`config.mk`:
```
export PLATFORM = sky130hd
export DESIGN_NAME = dac_serial_rx_flat
export DESIGN_NICKNAME = d
export VERILOG_FILES = /design/src/rtl/dac_serial_rx_if.sv /design/src/rtl/dac_serial_rx.sv /design/src/flat_wrapper.sv
export SDC_FILE = /design/constraint.sdc
export NUM_CORES = 1
export LEC_CHECK = 0
export ABC_AREA = 1
export CORE_MARGIN = 1.5
export CORE_UTILIZATION = 55
export CTS_CLUSTER_DIAMETER = 30
export DETAILED_ROUTE_END_ITERATION = 12
export GPL_TIMING_DRIVEN = 0
export PLACE_DENSITY = 0.76
export SLEW_MARGIN = 20
export SYNTH_ARGS = -nofsm -noshare
export SYNTH_HDL_FRONTEND = slang
export SYNTH_SLANG_ARGS = --single-unit
```
`constraint.sdc`:
```
create_clock -name i_clk -period 2.41 [get_ports i_clk]
set_clock_uncertainty 0.2 [all_clocks]
set_input_delay 0.482 -clock i_clk [delete_from_list [all_inputs] [get_ports i_clk]]
set_output_delay 0.482 -clock i_clk [all_outputs]
set_load 0.05 [all_outputs]
```
`src/rtl/dac_serial_rx_if.sv`:
```
// DAC serial monitor bus: serial pins and readback address in, decoded frame state out.
// Purely combinational wiring; no handshake, the DAC line cannot be stalled.
interface dac_serial_rx_if #(
  parameter int WORD_BITS = 16,
  parameter int ERR_CNT_W = 8,
  parameter int CHAN_W    = 3,
  parameter int DATA_W    = 12
) ();
  logic                 i_ser_clk;
  logic                 i_nsync;
  logic                 i_din;
  logic [CHAN_W-1:0]    i_rd_chan;
  logic [WORD_BITS-1:0] o_word_out;
  logic                 o_word_valid;
  logic                 o_frame_error;
  logic [ERR_CNT_W-1:0] o_err_count;
  logic [WORD_BITS-1:0] o_ctrl_last;
  logic [DATA_W-1:0]    o_rd_data;

  modport slave (
    input  i_ser_clk, i_nsync, i_din, i_rd_chan,
    output o_word_out, o_word_valid, o_frame_error, o_err_count, o_ctrl_last, o_rd_data
  );

  modport master (
    output i_ser_clk, i_nsync, i_din, i_rd_chan,
    input  o_word_out, o_word_valid, o_frame_error, o_err_count, o_ctrl_last, o_rd_data
  );
endinterface

```
`src/rtl/dac_serial_rx.sv`:
```
// Deserialises 3-wire DAC frames, shadows per-channel codes and counts malformed frames.
// word_valid lands SYNC_STAGES+2 clk after the last falling ser_clk; passive monitor, no backpressure.
module dac_serial_rx #(
  parameter int SYNC_STAGES = 2,
  parameter int WORD_BITS   = 16,
  parameter int N_CHAN      = 8,
  parameter int ERR_CNT_W   = 8
) (
  input  logic            i_clk,
  input  logic            i_reset,
  dac_serial_rx_if.slave  bus
);
  localparam int CHAN_W = $clog2(N_CHAN);
  localparam int DATA_W = WORD_BITS - 4;
  localparam int CNT_W  = $clog2(WORD_BITS + 1);
  localparam logic [CNT_W-1:0] LAST_BIT = CNT_W'(WORD_BITS);

  typedef enum logic [1:0] {S_IDLE, S_SHIFT, S_DONE, S_OVER} state_t;

  state_t                 r_state, w_state_nxt;
  logic [SYNC_STAGES-1:0] r_sclk_sync, r_nsync_sync, r_din_sync;
  logic                   r_sclk_d, r_nsync_d;
  logic [WORD_BITS-1:0]   r_sr, r_word_out, r_ctrl_last;
  logic [CNT_W-1:0]       r_bit_cnt;
  logic                   r_word_vld, r_frame_err;
  logic [ERR_CNT_W-1:0]   r_err_cnt;
  logic [DATA_W-1:0]      r_shadow [N_CHAN];
  logic [DATA_W-1:0]      r_rd_data;

  logic w_sclk_s, w_nsync_s, w_din_s;
  logic w_sclk_fall, w_nsync_fall, w_nsync_rise;
  logic w_shift, w_load, w_err, w_cnt_clr;

  assign w_sclk_s     = r_sclk_sync[SYNC_STAGES-1];
  assign w_nsync_s    = r_nsync_sync[SYNC_STAGES-1];
  assign w_din_s      = r_din_sync[SYNC_STAGES-1];
  assign w_sclk_fall  = r_sclk_d & ~w_sclk_s;
  assign w_nsync_fall = r_nsync_d & ~w_nsync_s;
  assign w_nsync_rise = ~r_nsync_d & w_nsync_s;

  // ser_clk resets high and nsync low so lines already idle or mid-frame at release raise no edge.
  always_ff @(posedge i_clk) begin
    if (i_reset) begin
      r_sclk_sync  <= '1;
      r_nsync_sync <= '0;
      r_din_sync   <= '0;
      r_sclk_d     <= 1'b1;
      r_nsync_d    <= 1'b0;
    end else begin
      r_sclk_sync  <= {r_sclk_sync[SYNC_STAGES-2:0], bus.i_ser_clk};
      r_nsync_sync <= {r_nsync_sync[SYNC_STAGES-2:0], bus.i_nsync};
      r_din_sync   <= {r_din_sync[SYNC_STAGES-2:0], bus.i_din};
      r_sclk_d     <= w_sclk_s;
      r_nsync_d    <= w_nsync_s;
    end
  end

  always_comb begin
    w_state_nxt = r_state;
    w_shift     = 1'b0;
    w_load      = 1'b0;
    w_err       = 1'b0;
    w_cnt_clr   = 1'b0;
    case (r_state)
      S_IDLE: begin
        if (w_nsync_fall) begin
          w_state_nxt = S_SHIFT;
          w_cnt_clr   = 1'b1;
        end
      end
      S_SHIFT: begin
        // A full word is committed even if nsync rises in the same cycle.
        if (r_bit_cnt == LAST_BIT) begin
          w_load      = 1'b1;
          w_state_nxt = w_nsync_rise ? S_IDLE : S_DONE;
        end else if (w_nsync_rise) begin
          w_err       = 1'b1;
          w_state_nxt = S_IDLE;
        end else if (w_sclk_fall) begin
          w_shift = 1'b1;
        end
      end
      S_DONE: begin
        if (w_nsync_rise) begin
          w_state_nxt = S_IDLE;
        end else if (w_sclk_fall) begin
          w_err       = 1'b1;
          w_state_nxt = S_OVER;
        end
      end
      S_OVER: begin
        if (w_nsync_rise) w_state_nxt = S_IDLE;
      end
      default: w_state_nxt = S_IDLE;
    endcase
  end

  always_ff @(posedge i_clk) begin
    if (i_reset) begin
      r_state     <= S_IDLE;
      r_sr        <= '0;
      r_bit_cnt   <= '0;
      r_word_out  <= '0;
      r_word_vld  <= 1'b0;
      r_frame_err <= 1'b0;
      r_err_cnt   <= '0;
      r_ctrl_last <= '0;
      r_rd_data   <= '0;
      for (int i = 0; i < N_CHAN; i++) r_shadow[i] <= '0;
    end else begin
      r_state     <= w_state_nxt;
      r_word_vld  <= w_load;
      r_frame_err <= w_err;
      r_rd_data   <= r_shadow[bus.i_rd_chan];
      if (w_cnt_clr) r_bit_cnt <= '0;
      else if (w_shift) r_bit_cnt <= r_bit_cnt + 1'b1;
      if (w_shift) r_sr <= {r_sr[WORD_BITS-2:0], w_din_s};
      if (w_err && (r_err_cnt != '1)) r_err_cnt <= r_err_cnt + 1'b1;
      if (w_load) begin
        r_word_out <= r_sr;
        if (r_sr[WORD_BITS-1]) r_ctrl_last <= r_sr;
        else r_shadow[r_sr[WORD_BITS-2 -: CHAN_W]] <= r_sr[DATA_W-1:0];
      end
    end
  end

  assign bus.o_word_out    = r_word_out;
  assign bus.o_word_valid  = r_word_vld;
  assign bus.o_frame_error = r_frame_err;
  assign bus.o_err_count   = r_err_cnt;
  assign bus.o_ctrl_last   = r_ctrl_last;
  assign bus.o_rd_data     = r_rd_data;
endmodule

```
`src/flat_wrapper.sv`:
```
// flat-port wrapper written by rule: the top's interface ports become plain ports
module dac_serial_rx_flat 
#(
  parameter int SYNC_STAGES = 2,
  parameter int WORD_BITS   = 16,
  parameter int N_CHAN      = 8,
  parameter int ERR_CNT_W   = 8
)
  (i_clk, i_reset, bus_i_ser_clk, bus_i_nsync, bus_i_din, bus_i_rd_chan, bus_o_word_out, bus_o_word_valid, bus_o_frame_error, bus_o_err_count, bus_o_ctrl_last, bus_o_rd_data);
  dac_serial_rx_if #(.WORD_BITS(WORD_BITS), .ERR_CNT_W(ERR_CNT_W), .CHAN_W(3), .DATA_W(12)) bus_i ();
  input  logic i_clk;
  input  logic i_reset;
  input wire logic [$bits(bus_i.i_ser_clk)-1:0] bus_i_ser_clk;
  input wire logic [$bits(bus_i.i_nsync)-1:0] bus_i_nsync;
  input wire logic [$bits(bus_i.i_din)-1:0] bus_i_din;
  input wire logic [$bits(bus_i.i_rd_chan)-1:0] bus_i_rd_chan;
  output wire logic [$bits(bus_i.o_word_out)-1:0] bus_o_word_out;
  output wire logic [$bits(bus_i.o_word_valid)-1:0] bus_o_word_valid;
  output wire logic [$bits(bus_i.o_frame_error)-1:0] bus_o_frame_error;
  output wire logic [$bits(bus_i.o_err_count)-1:0] bus_o_err_count;
  output wire logic [$bits(bus_i.o_ctrl_last)-1:0] bus_o_ctrl_last;
  output wire logic [$bits(bus_i.o_rd_data)-1:0] bus_o_rd_data;
  assign bus_i.i_ser_clk = bus_i_ser_clk;
  assign bus_i.i_nsync = bus_i_nsync;
  assign bus_i.i_din = bus_i_din;
  assign bus_i.i_rd_chan = bus_i_rd_chan;
  assign bus_o_word_out = bus_i.o_word_out;
  assign bus_o_word_valid = bus_i.o_word_valid;
  assign bus_o_frame_error = bus_i.o_frame_error;
  assign bus_o_err_count = bus_i.o_err_count;
  assign bus_o_ctrl_last = bus_i.o_ctrl_last;
  assign bus_o_rd_data = bus_i.o_rd_data;
  dac_serial_rx #(.SYNC_STAGES(SYNC_STAGES), .WORD_BITS(WORD_BITS), .N_CHAN(N_CHAN), .ERR_CNT_W(ERR_CNT_W)) u_core (.i_clk(i_clk), .i_reset(i_reset), .bus(bus_i));
endmodule
```
Word level (Yosys, flattened, before mapping)
Memories as Yosys holds them, arrays and structs flattened. A register that Yosys moved wholly into a read port is not among the register bits.
Index checks and enable logic that the tools add are counted.
{ "totals": {"ram_bits": 96, "regBits": 73, "inputBits": 8, "out_inout_bits": 54, "n_memories": 1} }
{ "memory_table": {"columns": ["name", "words", "word_bits", "read_ports", "rd_clocked_by_memory_dff", "write_ports", "line_no", "rtl"], "rows": [
  ["u_core.r_shadow", 8, 12, 1, 1, 8, "dac_serial_rx.sv:27", "logic [DATA_W-1:0] r_shadow [N_CHAN];"]
]} }
{ "classes": {"n_eq_ne": 7, "n_bitwise": 6, "add_sub_neg": 2, "n_mux": 27, "n_reduce_logical": 6} }
{ "ops": {"columns": ["operator", "n"], "rows": [
  ["two-way mux 1 bit", 17],
  ["two-way mux 12 bit", 1],
  ["two-way mux 2 bit", 6],
  ["OR reduction 12 bit", 1],
  ["adder 8 x 1 -> 8 bit (second input constant)", 1],
  ["inequality test 8 bit (second input constant)", 1],
  ["one-hot mux 2 bit (4 select lines)", 1],
  ["adder 5 x 1 -> 5 bit (second input constant)", 1],
  ["equality test 5 bit (second input constant)", 1],
  ["equality test 2 bit (second input constant)", 2],
  ["AND reduction 2 bit", 2],
  ["AND 1 bit", 3],
  ["two-way mux 3 bit", 1],
  ["inequality test 3 x 1 -> 1 bit (second input constant)", 1],
  ["inverter 1 bit", 3],
  ["equality test 2 x 1 -> 1 bit (second input constant)", 1],
  ["logical NOT 2 bit", 1],
  ["inequality test 2 x 1 -> 1 bit (second input constant)", 1],
  ["one-hot mux 1 bit (2 select lines)", 1],
  ["OR reduction 2 bit", 1],
  ["logical AND 1 bit", 1]
]} }

Logic depth before layout (Yosys ltp)
{ "logic_depth": {"ltp_word": 8, "ltp_mapped": 12} }

Worst setup path before layout
No wires, ideal clock.
{ "synth_path": {"kind": "reg2reg", "start": "register u_core.r_bit_cnt[0]", "end": "memory u_core.r_shadow[1][0], enable pin", "t_required_ps": 1860, "period_less_slack_ps": 2207, "path_stages_with_launch": 12, "arrival_ps": 1656, "n_path_buf": 1, "setup_ps": 350, "path_slack_ps": 203, "cell_sequence": "dfxtp_1 -> inv_1 -> ha_1 -> nand2_1 -> inv_1 -> nand2_2 -> inv_4 -> nand2_8 -> nor2_8 -> nand4_1 -> buf_2 -> nand2_1"} }
{ "synth_rtl": {"columns": ["element", "line_no", "rtl"], "rows": [
  ["start, declared", "dac_serial_rx.sv:24", "logic [CNT_W-1:0] r_bit_cnt;"],
  ["start signal, assigned", "dac_serial_rx.sv:116", "else if (w_shift) r_bit_cnt <= r_bit_cnt + 1'b1;"],
  ["end, declared", "dac_serial_rx.sv:27", null]
]} }

Worst setup path in the final report
{ "layout_path": {"start": "register u_core.r_err_cnt[1], in the netlist u_core.bus.o_err_count[1]", "end": "output port bus_o_err_count[1]"} }
{ "layout_rtl": {"columns": ["element", "line_no", "rtl"], "rows": [
  ["start, declared", "dac_serial_rx.sv:26", "logic [ERR_CNT_W-1:0] r_err_cnt;"],
  ["start signal, assigned", "dac_serial_rx.sv:118", "if (w_err && (r_err_cnt != '1)) r_err_cnt <= r_err_cnt + 1'b1;"],
  ["end, declared", "flat_wrapper.sv:20", "output wire logic [$bits(bus_i.o_err_count)-1:0] bus_o_err_count;"]
]} }
No word-level cell between the ends.

==> run metrics <==
status=completed; post-route ant nets=0; ANT cells=0; Worst Path Max Fanout=5; syn nets=830; critical path startpoint category=flip-flop; CTS Hold Bufs=0; Ports=a little over 60; Ys Warns=0; Final #Nets=917; clock latency on the worst-skew pair=~440 ps; vias per cell=5.652; crit share post-route=98.30%; # H-tree levels=4; endpoints failing setup=0; final wirelength=about 19,000 um; CP top delay family=buffers and inverters; clock sinks=181; largest cells by area after synthesis=edfxtp_1, dfxtp_1, nor2_1, o21ai_0, nand2_1; worst setup margin=41.08 ps; final hold vios=0; main flop type after synthesis=edfxtp_1; clk slew on worst S/H paths=70 ps; R2R depth=11; unrepaired setup endpoints after global routing=false; Num CTS Buffers=17; Rel. slew slack=between 30% and 40%; GRT Util Overall=27.49%; final instance area=0.009133 mm2; Starting Density=~56%; gpl congestion=0.8528; share of post-route cells with drive strength above 1=under 10%; Worst setup EP type=output pin; largest net degree at the start of global routing=17; top-count cell post-synth=nor2_1; register bit total from synthesis=181; Max clock buf depth=2; Power Density=743.3 mW/mm2; area grow syn2layout=22.34%; synth cell count leaders=nor2_1, edfxtp_1, dfxtp_1; Critical Path RT=1730 ps; total of max-cap violations=0; Reg2Reg Setup Slack=150 ps; Min-Delay Path Depth=2; CTS root buf=clkbuf_16; leakage power=3.231 nW; dpl ws=-327.3 ps; DRT iter0 DRCs=642; Tightest Hold Check Type=flip-flop to flip-flop; HP Start=u_core.r_din_sync[0]$_SDFF_PP0_; number of synthesized flops with an enable pin=between 90 and 100; Unique masters post-synth=29; fmax=between 400 and 500 MHz; RR Startpoint=u_core.r_bit_cnt[0]$_SDFFE_PP0P_; Die H=119.5 um; min cycle time layout=between 2000 and 2500 ps; vias=6,166; Die Width=around 120 um; FF-to-FF End=u_core.r_shadow[6][7]$_SDFFCE_PN0P_; Crit path largest cell delay=between 800 and 900 ps; Synth area leader=edfxtp_1; DRC viols=0; vias in the first global route=5,890; Final HPWL DP=12,890 um; Post-Syn Area=0.007465 mm2; Synth top area share=38.62%; CP bufs+invs=1; drt first pass iters=5; die area=0.01428 mm2; initial antenna violation count=0; fin. max-slew vios=0; floorplan row count=42; Worst-Margin Slew=928.0 ps; first-pass GRT wire length=29,700 um; VDD IR max=699.2 uV; slowest CP cell=clkdlybuf4s50_1; worst-path cell chain=clkdlybuf4s50_1; worst endpoint data arrival time=1690 ps; Cell Area, Placed=0.008275 mm2; wire length per cell=17.47 um; fillers=1,046; Syn Inst Count=~820; CTS tree=built; Post-Syn Area per Cell=9.159 um2; grt ovf=0; IO Port Bufs=59; Hold Path End=u_core.r_din_sync[1]$_SDFF_PP0_; post-synthesis sequential area ratio=61.41%; core area=0.01324 mm2; fraction of registers with async set/reset=0%; Setup CP Type=flip-flop to output pin
-- per-stage QoR --
stage	total power [mW]	setup TNS (ps)	util [%]	hold slack, ps	cells
6_report	6.789	0	68.96	211.0	1091
5_1_grt	6.971	0	68.96	221.1	1091
3_5_place_dp	3.928	-20320	62.49	199.6	1050
2_1_floorplan	3.762	0	-	188.3	815
3_3_place_gp	3.907	-12390	62.49	190.2	1050
4_1_cts	6.777	0	67.59	214.5	1082
-- state kept, by name, indices dropped and copies added (netlist names) --
signal,cells
u_core.r_nsync_sync,2
u_core.r_bit_cnt,5
u_core.r_nsync_d,1
u_core.r_sclk_sync,2
u_core.bus.o_frame_error,1
u_core.bus.o_rd_data,12
u_core.bus.o_err_count,8
u_core.r_state,2
u_core.r_sclk_d,1
u_core.bus.o_word_valid,1
u_core.r_sr,16
u_core.bus.o_word_out,16
u_core.bus.o_ctrl_last,16
u_core.r_shadow,96
u_core.r_din_sync,2
-- worst min-delay path: stages, from the launching register on --
cell     delay, ps
dfxtp_1        300
inv_1           40
nor2_1          30
-- cell type report --
cell class	instances	area, um2	area share (%)
Clock buffer	20	489.2	5.357
Sequential cell	181	4584	50.20
Buffer	48	229.0	2.507
Tap cell	176	220.2	2.411
Timing Repair Buffer	67	653.1	7.152
Multi-Input combinational cell	536	2624	28.73
Clock inverter	12	136.4	1.493
Inverter	51	196.4	2.151
-- cell families (layout without fill, tap and decap cells) --
kind of cell | Yosys count | in the layout | synth area share (%)
AOI/OAI and AO/OA | 151 | 151 | 10.73
xor gates and xnor gates | 4 | 4 | 0.4694
adders and majority gates | 7 | 7 | 1.173
buffers and inverters | 99 | 198 | 5.330
DFF | 181 | 181 | 61.41
and+or+nand+nor | 373 | 374 | 20.89
-- report_power, final --
group	internal [mW]	leakage (nW)	total (mW)	switching [mW]
registers	3.35	1.60	3.40	0.0455
logic	0.139	1.33	0.495	0.356
clock network	1.69	0.296	2.90	1.21
total	5.18	3.23	6.79	1.61
-- worst max-delay path by stage --
| stage | startpoint | end | slack, ps | cells after the start |
|---|---|---|---|---|
| after floorplan | u_core.r_bit_cnt[0]$_SDFFE_PP0P_ | u_core.r_shadow[1][0]$_SDFFCE_PN0P_ | 200 | 11 |
| after global placement | bus_i_rd_chan[0] | u_core.bus.o_rd_data[5]$_SDFF_PP0_ | -220 | 7 |
| after detailed placement | bus_i_rd_chan[0] | u_core.bus.o_rd_data[5]$_SDFF_PP0_ | -330 | 7 |
| after CTS | u_core.bus.o_err_count[3]$_SDFFE_PP0P_ | bus_o_err_count[3] | 5 | 1 |
| after global routing | u_core.bus.o_err_count[1]$_SDFFE_PP0P_ | bus_o_err_count[1] | 10 | 1 |
| final | u_core.bus.o_err_count[1]$_SDFFE_PP0P_ | bus_o_err_count[1] | 40 | 1 |
-- layer usage --
metal	GRT usage, %	up-vias	routed length (um)
li1	-	2902	-
met1	34.92	2928	7684
met2	46.01	287	9400
met3	5.228	49	1377
met4	12.28	0	597
met5	0	-	0
-- what timing repair did --
item,CTS,global route
pin swaps,0,4
hold endpoints to repair,0,0
buffers inserted,0,8
gates cloned,0,1
endpoints found under the setup margin,98,99
gates resized for setup,17,30
-- placed cells by master, fill, tap and decap left out, types with 29 or more instances in the layout --
master | Yosys | routed
a21oi_1 | 44 | 44
clkbuf_1 | 32 | 30
clkdlybuf4s50_1 | 0 | 55
dfxtp_1 | 85 | 85
edfxtp_1 | 96 | 96
inv_1 | 36 | 35
nand2_1 | 77 | 69
nand3_1 | 29 | 29
nor2_1 | 241 | 241
o21ai_0 | 83 | 83
Note: power is estimated with default switching activity, not from simulation.
